[config.mk]
export PLATFORM = sky130hd
export DESIGN_NAME = string_char_scan_flat
export DESIGN_NICKNAME = d
export VERILOG_FILES = /design/src/rtl/string_char_scan_if.sv /design/src/rtl/string_char_scan.sv /design/src/flat_wrapper.sv
export SDC_FILE = /design/constraint.sdc
export NUM_CORES = 1
export LEC_CHECK = 0
export ABC_AREA = 0
export BUFFER_PORTS_ARGS = -buffer_cell sky130_fd_sc_hd__clkbuf_2
export CAP_MARGIN = 40
export CORE_MARGIN = 5
export CORE_UTILIZATION = 55
export CTS_CLUSTER_DIAMETER = 100
export DETAILED_ROUTE_END_ITERATION = 8
export GPL_ROUTABILITY_DRIVEN = 0
export PLACE_DENSITY = 0.8
export SYNTH_ARGS = -nofsm -noshare
export SYNTH_HDL_FRONTEND = slang
export SYNTH_SLANG_ARGS = --single-unit
[constraint.sdc]
create_clock -name clk -period 4.6 [get_ports clk]
set_input_delay 0.69 -clock clk [delete_from_list [all_inputs] [get_ports clk]]
set_output_delay 0.69 -clock clk [all_outputs]
set_load 0.02 [all_outputs]
[src/rtl/string_char_scan_if.sv]
// Queue-side and control/result signal bundle for string_char_scan.
// The master side is the Avalon wrapper together with the word queue; the slave side is the scanner.
interface string_char_scan_if #(
  parameter int unsigned CNT_W = 7
);
  logic             go;
  logic [7:0]       target;
  logic             fifo_empty;
  logic [31:0]      fifo_rdata;
  logic             fifo_rd;
  logic             busy;
  logic             done;
  logic [CNT_W-1:0] str_len;
  logic [CNT_W-1:0] match_count;
  logic [CNT_W-1:0] first_index;
  logic             found;
  logic             overflow;

  modport master (
    output go, target, fifo_empty, fifo_rdata,
    input  fifo_rd, busy, done, str_len, match_count, first_index, found, overflow
  );

  modport slave (
    input  go, target, fifo_empty, fifo_rdata,
    output fifo_rd, busy, done, str_len, match_count, first_index, found, overflow
  );
endinterface

[src/rtl/string_char_scan.sv]
// Pops packed 4-char words and scans them for a NUL-terminated string.
// Define STRING_SCAN_CASE_FOLD_EN to make target matching case-insensitive for A-Z.
module string_char_scan #(
  parameter int unsigned MAX_WORDS = 16,
  parameter int unsigned CNT_W     = 7
) (
  input logic               clk,
  input logic               reset,
  string_char_scan_if.slave bus
);
  localparam logic [1:0] IDLE  = 2'd0;
  localparam logic [1:0] FETCH = 2'd1;
  localparam logic [1:0] SCAN  = 2'd2;
  localparam logic [1:0] DONE  = 2'd3;

  logic [1:0]       state;
  logic [7:0]       tgt;
  logic [CNT_W-1:0] word_num;
  logic [CNT_W-1:0] char_base;
  logic [CNT_W-1:0] len_n, cnt_n, idx_n;
  logic             found_n, nul_n;
  logic [7:0]       b;

  function automatic logic [7:0] fold(input logic [7:0] c);
`ifdef STRING_SCAN_CASE_FOLD_EN
    fold = (c >= 8'h41 && c <= 8'h5A) ? c + 8'h20 : c;
`else
    fold = c;
`endif
  endfunction

  assign bus.fifo_rd = (state == FETCH) && !bus.fifo_empty;
  assign char_base   = word_num << 2;

  // NUL bytes never reach the compare, so a target of 8'h00 cannot match.
  always_comb begin
    len_n   = bus.str_len;
    cnt_n   = bus.match_count;
    idx_n   = bus.first_index;
    found_n = bus.found;
    nul_n   = 1'b0;
    b       = '0;
    for (int unsigned i = 0; i < 4; i++) begin
      b = bus.fifo_rdata[31 - 8*i -: 8];
      if (!nul_n) begin
        if (b == 8'h00) begin
          nul_n = 1'b1;
        end else begin
          len_n = len_n + CNT_W'(1);
          if (fold(b) == tgt) begin
            cnt_n = cnt_n + CNT_W'(1);
            if (!found_n) begin
              found_n = 1'b1;
              idx_n   = char_base + CNT_W'(i);
            end
          end
        end
      end
    end
  end

  always_ff @(posedge clk) begin
    if (reset) begin
      state           <= IDLE;
      tgt             <= '0;
      word_num        <= '0;
      bus.busy        <= 1'b0;
      bus.done        <= 1'b0;
      bus.str_len     <= '0;
      bus.match_count <= '0;
      bus.first_index <= '0;
      bus.found       <= 1'b0;
      bus.overflow    <= 1'b0;
    end else begin
      case (state)
        IDLE, DONE: begin
          if (bus.go) begin
            tgt             <= fold(bus.target);
            word_num        <= '0;
            bus.str_len     <= '0;
            bus.match_count <= '0;
            bus.first_index <= '0;
            bus.found       <= 1'b0;
            bus.overflow    <= 1'b0;
            bus.done        <= 1'b0;
            bus.busy        <= 1'b1;
            state           <= FETCH;
          end
        end
        FETCH: begin
          if (!bus.fifo_empty) state <= SCAN;
        end
        SCAN: begin
          bus.str_len     <= len_n;
          bus.match_count <= cnt_n;
          bus.first_index <= idx_n;
          bus.found       <= found_n;
          if (nul_n || word_num == CNT_W'(MAX_WORDS - 1)) begin
            bus.overflow <= !nul_n;
            bus.busy     <= 1'b0;
            bus.done     <= 1'b1;
            state        <= DONE;
          end else begin
            word_num <= word_num + CNT_W'(1);
            state    <= FETCH;
          end
        end
        default: state <= IDLE;
      endcase
    end
  end
endmodule

[src/flat_wrapper.sv]
// flat-port wrapper written by rule: the top's interface ports become plain ports
module string_char_scan_flat 
#(
  parameter int unsigned MAX_WORDS = 16,
  parameter int unsigned CNT_W     = 7
)
  (clk, reset, bus_go, bus_target, bus_fifo_empty, bus_fifo_rdata, bus_fifo_rd, bus_busy, bus_done, bus_str_len, bus_match_count, bus_first_index, bus_found, bus_overflow);
  string_char_scan_if #(.CNT_W(CNT_W)) bus_i ();
  input logic clk;
  input logic reset;
  input wire logic [$bits(bus_i.go)-1:0] bus_go;
  input wire logic [$bits(bus_i.target)-1:0] bus_target;
  input wire logic [$bits(bus_i.fifo_empty)-1:0] bus_fifo_empty;
  input wire logic [$bits(bus_i.fifo_rdata)-1:0] bus_fifo_rdata;
  output wire logic [$bits(bus_i.fifo_rd)-1:0] bus_fifo_rd;
  output wire logic [$bits(bus_i.busy)-1:0] bus_busy;
  output wire logic [$bits(bus_i.done)-1:0] bus_done;
  output wire logic [$bits(bus_i.str_len)-1:0] bus_str_len;
  output wire logic [$bits(bus_i.match_count)-1:0] bus_match_count;
  output wire logic [$bits(bus_i.first_index)-1:0] bus_first_index;
  output wire logic [$bits(bus_i.found)-1:0] bus_found;
  output wire logic [$bits(bus_i.overflow)-1:0] bus_overflow;
  assign bus_i.go = bus_go;
  assign bus_i.target = bus_target;
  assign bus_i.fifo_empty = bus_fifo_empty;
  assign bus_i.fifo_rdata = bus_fifo_rdata;
  assign bus_fifo_rd = bus_i.fifo_rd;
  assign bus_busy = bus_i.busy;
  assign bus_done = bus_i.done;
  assign bus_str_len = bus_i.str_len;
  assign bus_match_count = bus_i.match_count;
  assign bus_first_index = bus_i.first_index;
  assign bus_found = bus_i.found;
  assign bus_overflow = bus_i.overflow;
  string_char_scan #(.MAX_WORDS(MAX_WORDS), .CNT_W(CNT_W)) u_core (.clk(clk), .reset(reset), .bus(bus_i));
endmodule
==> summary.md <==
| Metric | Value |
|---|---|
| Main synth FF type | dfxtp_1 |
| Register area share after synthesis | 0.2492 |
| Simple-gate share of the synthesized area | 0.2848 |
| Net Switching | 0.2388 mW |
| Netlist cell types | 61 |
| Sw Share | 0.3083 |
| I/O Buffers | 69 |
| Site row count | 28 |
| Max FO, Critical Path | 7 |
| Clk slew on worst S/H paths | 90 ps |
| Fin. max-slew vios | 0 |
| Crit. End Element | flop |
| Mapped cell area | 3374 µm² |
| Clock Latency Late Sink | 300 ps |
| DRC viols | 0 |
| Fin Setup TNS | 0 ps |
| Synth-to-layout area growth | 13.42% |
| Clock Skew | 6.947 ps |
| Worst Setup Start Kind | input port |
| Clk sink count | 42 |
| Synth Area per Inst | 7.566 µm² |
| Ant. Diodes | 0 |
| Post-synthesis compound-gate area fraction | 0.1802 |
| Initial Util | 0.5666 |
| Power density over the cells | 202.4 nW/µm² |
| First-pass GRT wire length | 14.95 mm |
| Crit path time final | 4130 ps |
| HP Class | flop to flop |
| EDFF count, synth | 0 |
| Via-to-Cell Ratio | 5.818 |
| Share of total power in the clock network | 0.330 |
| Largest family of logic cells by synthesized area | simple AND/OR/NAND/NOR gates |
| Die Y | 88.33 µm |
| Pre-antenna DRT Iters | 4 |
| Die area | 7802 µm² |
| Worst relative slew slack | 0.4466 |
| GRT overflow | 0 |
| Synth Warn # | 0 |
| Post-synthesis mux area share | 0.01631 |
| Leakage | 1.507 nW |
| GRT Overall Usage | 0.2363 |
| Status | finished, final reports clean |
| WL per Instance | 15.13 µm |
| Fmax | 242.1 MHz |
| Req. time, crit path | 4790 ps |
| Maxcap violations | 0 |
| Final setup viols | 0 |
| Initial antenna violation count | 0 |
| VDD IR max | 213.5 µV |
| Final WL | 8.717 mm |
| Core area | 5956 µm² |
| Horiz. Die Dim | 88.33 µm |
| Clock tree buffer depth | 2 |
| Adder-Cell Fraction of Synth Area | 0.04079 |
| Finished Layout Cells | 576 |
| Cts-stage hold buffer count | 0 |
| FFs w/ async S/R, synth | 0 |
| Num ports | 70 |
| Share of layout cells above drive strength 1 | 0.1956 |
| Dpl hpwl | 6.850 mm |
| NumNets Final | 555 |
| Setup repair bufs after CTS | 0 |
| RSZ-0062 raised after global routing | false |
| Starting DRT DRC Count | 174 |
| Critical path arrival | 4320 ps |
| Setup CP Type | input port to flop |
| DR vias | 3351 |
| Syn Nets | 501 |
| Yosys reg bits | 42 |
| H-tree levels | 2 |
| Final Hold Violating Endpoints | 0 |
| Placed Cells | 568 |
| Total CTS buffers | 5 |
| Fin Hold WS | 501.0 ps |
| Vias in the first global route | 3269 |
| Cell internal pwr | 0.5358 mW |
| Largest net degree at the start of global routing | 35 |
| TritonCTS clock tree | done |
| Post-Synth XOR/XNOR Area | 0.1821 |
| Reg-to-reg startpoint | u_core.tgt[1] |
| Tcrit/Tclk final | 0.8978 |
| Post-route antenna net violation count | 0 |
| Worst setup path startpoint | bus_fifo_rdata[25] |
| Hold Startpoint | u_core.bus.str_len[6] |
| # resized after CTS | 0 |
| Cell count after synthesis | 446 |
| Clock root buffer | clkbuf_8 |
| Sequential power share | 0.499 |
| Least-Margin Pin Slew | 830.1 ps |
| Gate power share | 0.171 |
==> cell type report <==
type	instances	area, µm²
inverters	11	41.29
fillers	551	2128
clock inverters	3	23.77
well taps	75	93.84
multi-input cells	366	2376
flip-flops and latches	42	840.8
repair buffers	74	382.9
clock buffers	5	68.82
==> critical path: stages <==
cell and delay, ps:
clkbuf_2 90, nor4_1 450, and2_1 370, nor3_2 100, mux2_2 300, ha_1 320, mux2_2 300, ha_1 310
mux2_2 280, ha_1 200, nand2_1 150, a21oi_1 90, o21ai_1 240, a211oi_2 110, xnor2_1 130, a22o_1 180
==> cells in the mapped netlist, types with 3 or more instances <==
| cell type | number | area, µm² |
|---|---|---|
| a22o_1 | 7 | 61.31 |
| o21ai_1 | 4 | 20.02 |
| o21ai_0 | 10 | 50.05 |
| nor2_1 | 45 | 168.9 |
| xor2_1 | 18 | 157.7 |
| nand2_1 | 56 | 210.2 |
| ha_1 | 11 | 137.6 |
| nor4_1 | 11 | 68.82 |
| a21oi_1 | 34 | 170.2 |
| dfxtp_1 | 42 | 840.8 |
| or4_1 | 3 | 22.52 |
| xnor2_1 | 47 | 411.6 |
| a22oi_1 | 9 | 67.56 |
| clkbuf_1 | 25 | 93.84 |
| mux2_2 | 4 | 45.04 |
| inv_1 | 11 | 41.29 |
| a31oi_1 | 3 | 18.77 |
| nor3_1 | 13 | 65.06 |
| and2_1 | 5 | 31.28 |
| nand2b_1 | 4 | 25.02 |
| and3_1 | 4 | 25.02 |
| nand3_1 | 13 | 65.06 |
| nand4_1 | 13 | 81.33 |
| a21o_1 | 3 | 22.52 |
==> per-layer routing <==
metal	share of wire	vias up	global-route usage
li1	-	1695	-
met1	0.44	1550	0.2977
met2	0.49	96	0.4065
met4	0.011	0	0.04945
met3	0.060	10	0.06238
met5	0	-	0
==> path summary, 6_finish.rpt <==
path / endpoint / slack, ps / cells past startpoint
worst max-delay path: u_core.bus.match_count[6] / 470 / 16
worst min-delay path: u_core.bus.str_len[6] / 500 / 2
worst max register to register: u_core.bus.match_count[6] / 630 / 15
worst min register to register: u_core.bus.str_len[6] / 500 / 2
==> power groups by stage <==
| stage | Clock, mW | Combinational [mW] | Sequential [mW] |
|---|---|---|---|
| global placement | 0 | 0.127 | 0.394 |
| finish | 0.256 | 0.133 | 0.386 |
| global route | 0.279 | 0.147 | 0.388 |
| CTS | 0.257 | 0.132 | 0.386 |
| floorplan | 0 | 0.0966 | 0.384 |
| detailed placement | 0 | 0.131 | 0.395 |
==> flip-flops by register name, summed over array words and instances (netlist names) <==
name and count:
u_core.tgt 8, u_core.bus.first_index 7, u_core.bus.match_count 7, u_core.bus.str_len 7, u_core.word_num 7, u_core.state 2, u_core.bus.busy 1, u_core.bus.done 1
u_core.bus.found 1, u_core.bus.overflow 1
==> stage by stage <==
step,utilization,setup slack (ps),power [mW],instance area (µm²)
2_1_floorplan,-,594.5,0.4805,3374
3_3_place_gp,0.6271,313.1,0.5217,3735
3_5_place_dp,0.6271,242.5,0.5261,3735
4_1_cts,0.6426,508.7,0.7760,3827
5_1_grt,0.6426,206.9,0.8150,3827
6_report,0.6426,470.1,0.7746,3827
==> placed cells by master (no fill, tap or decap), drive strengths merged, types with 2 or more instances in the layout <==
cell type  Yosys  final
clkbuf        25     74
nand2         56     56
xnor2         47     47
nor2          45     45
dfxtp         42     42
a21oi         34     34
xor2          18     18
nor3          15     15
o21ai         14     14
nand4         13     13
nand3         13     13
nor4          13     13
inv           11     12
ha            11     11
a22oi          9      9
a22o           7      7
and2           6      6
buf            2      5
mux2           4      4
and3           4      4
nand2b         4      4
or4            4      4
and4           4      4
a31oi          3      3
a21o           3      3
a211oi         3      3
or2            3      3
o31ai          2      2
xnor3          2      2
nand3b         2      2
o21a           2      2
a32oi          2      2
o22ai          2      2
or3            2      2
clkinvlp       0      2
nor2b          2      2
==> logic make-up after synthesis <==
| logic type | Yosys count |
|---|---|
| mux | 5 |
| simple gates | 190 |
| flops | 42 |
| compound gates | 93 |
| xor+xnor | 67 |
| buf+inv | 38 |
| fa+ha+maj | 11 |
Power figures use the tool's default switching activity.
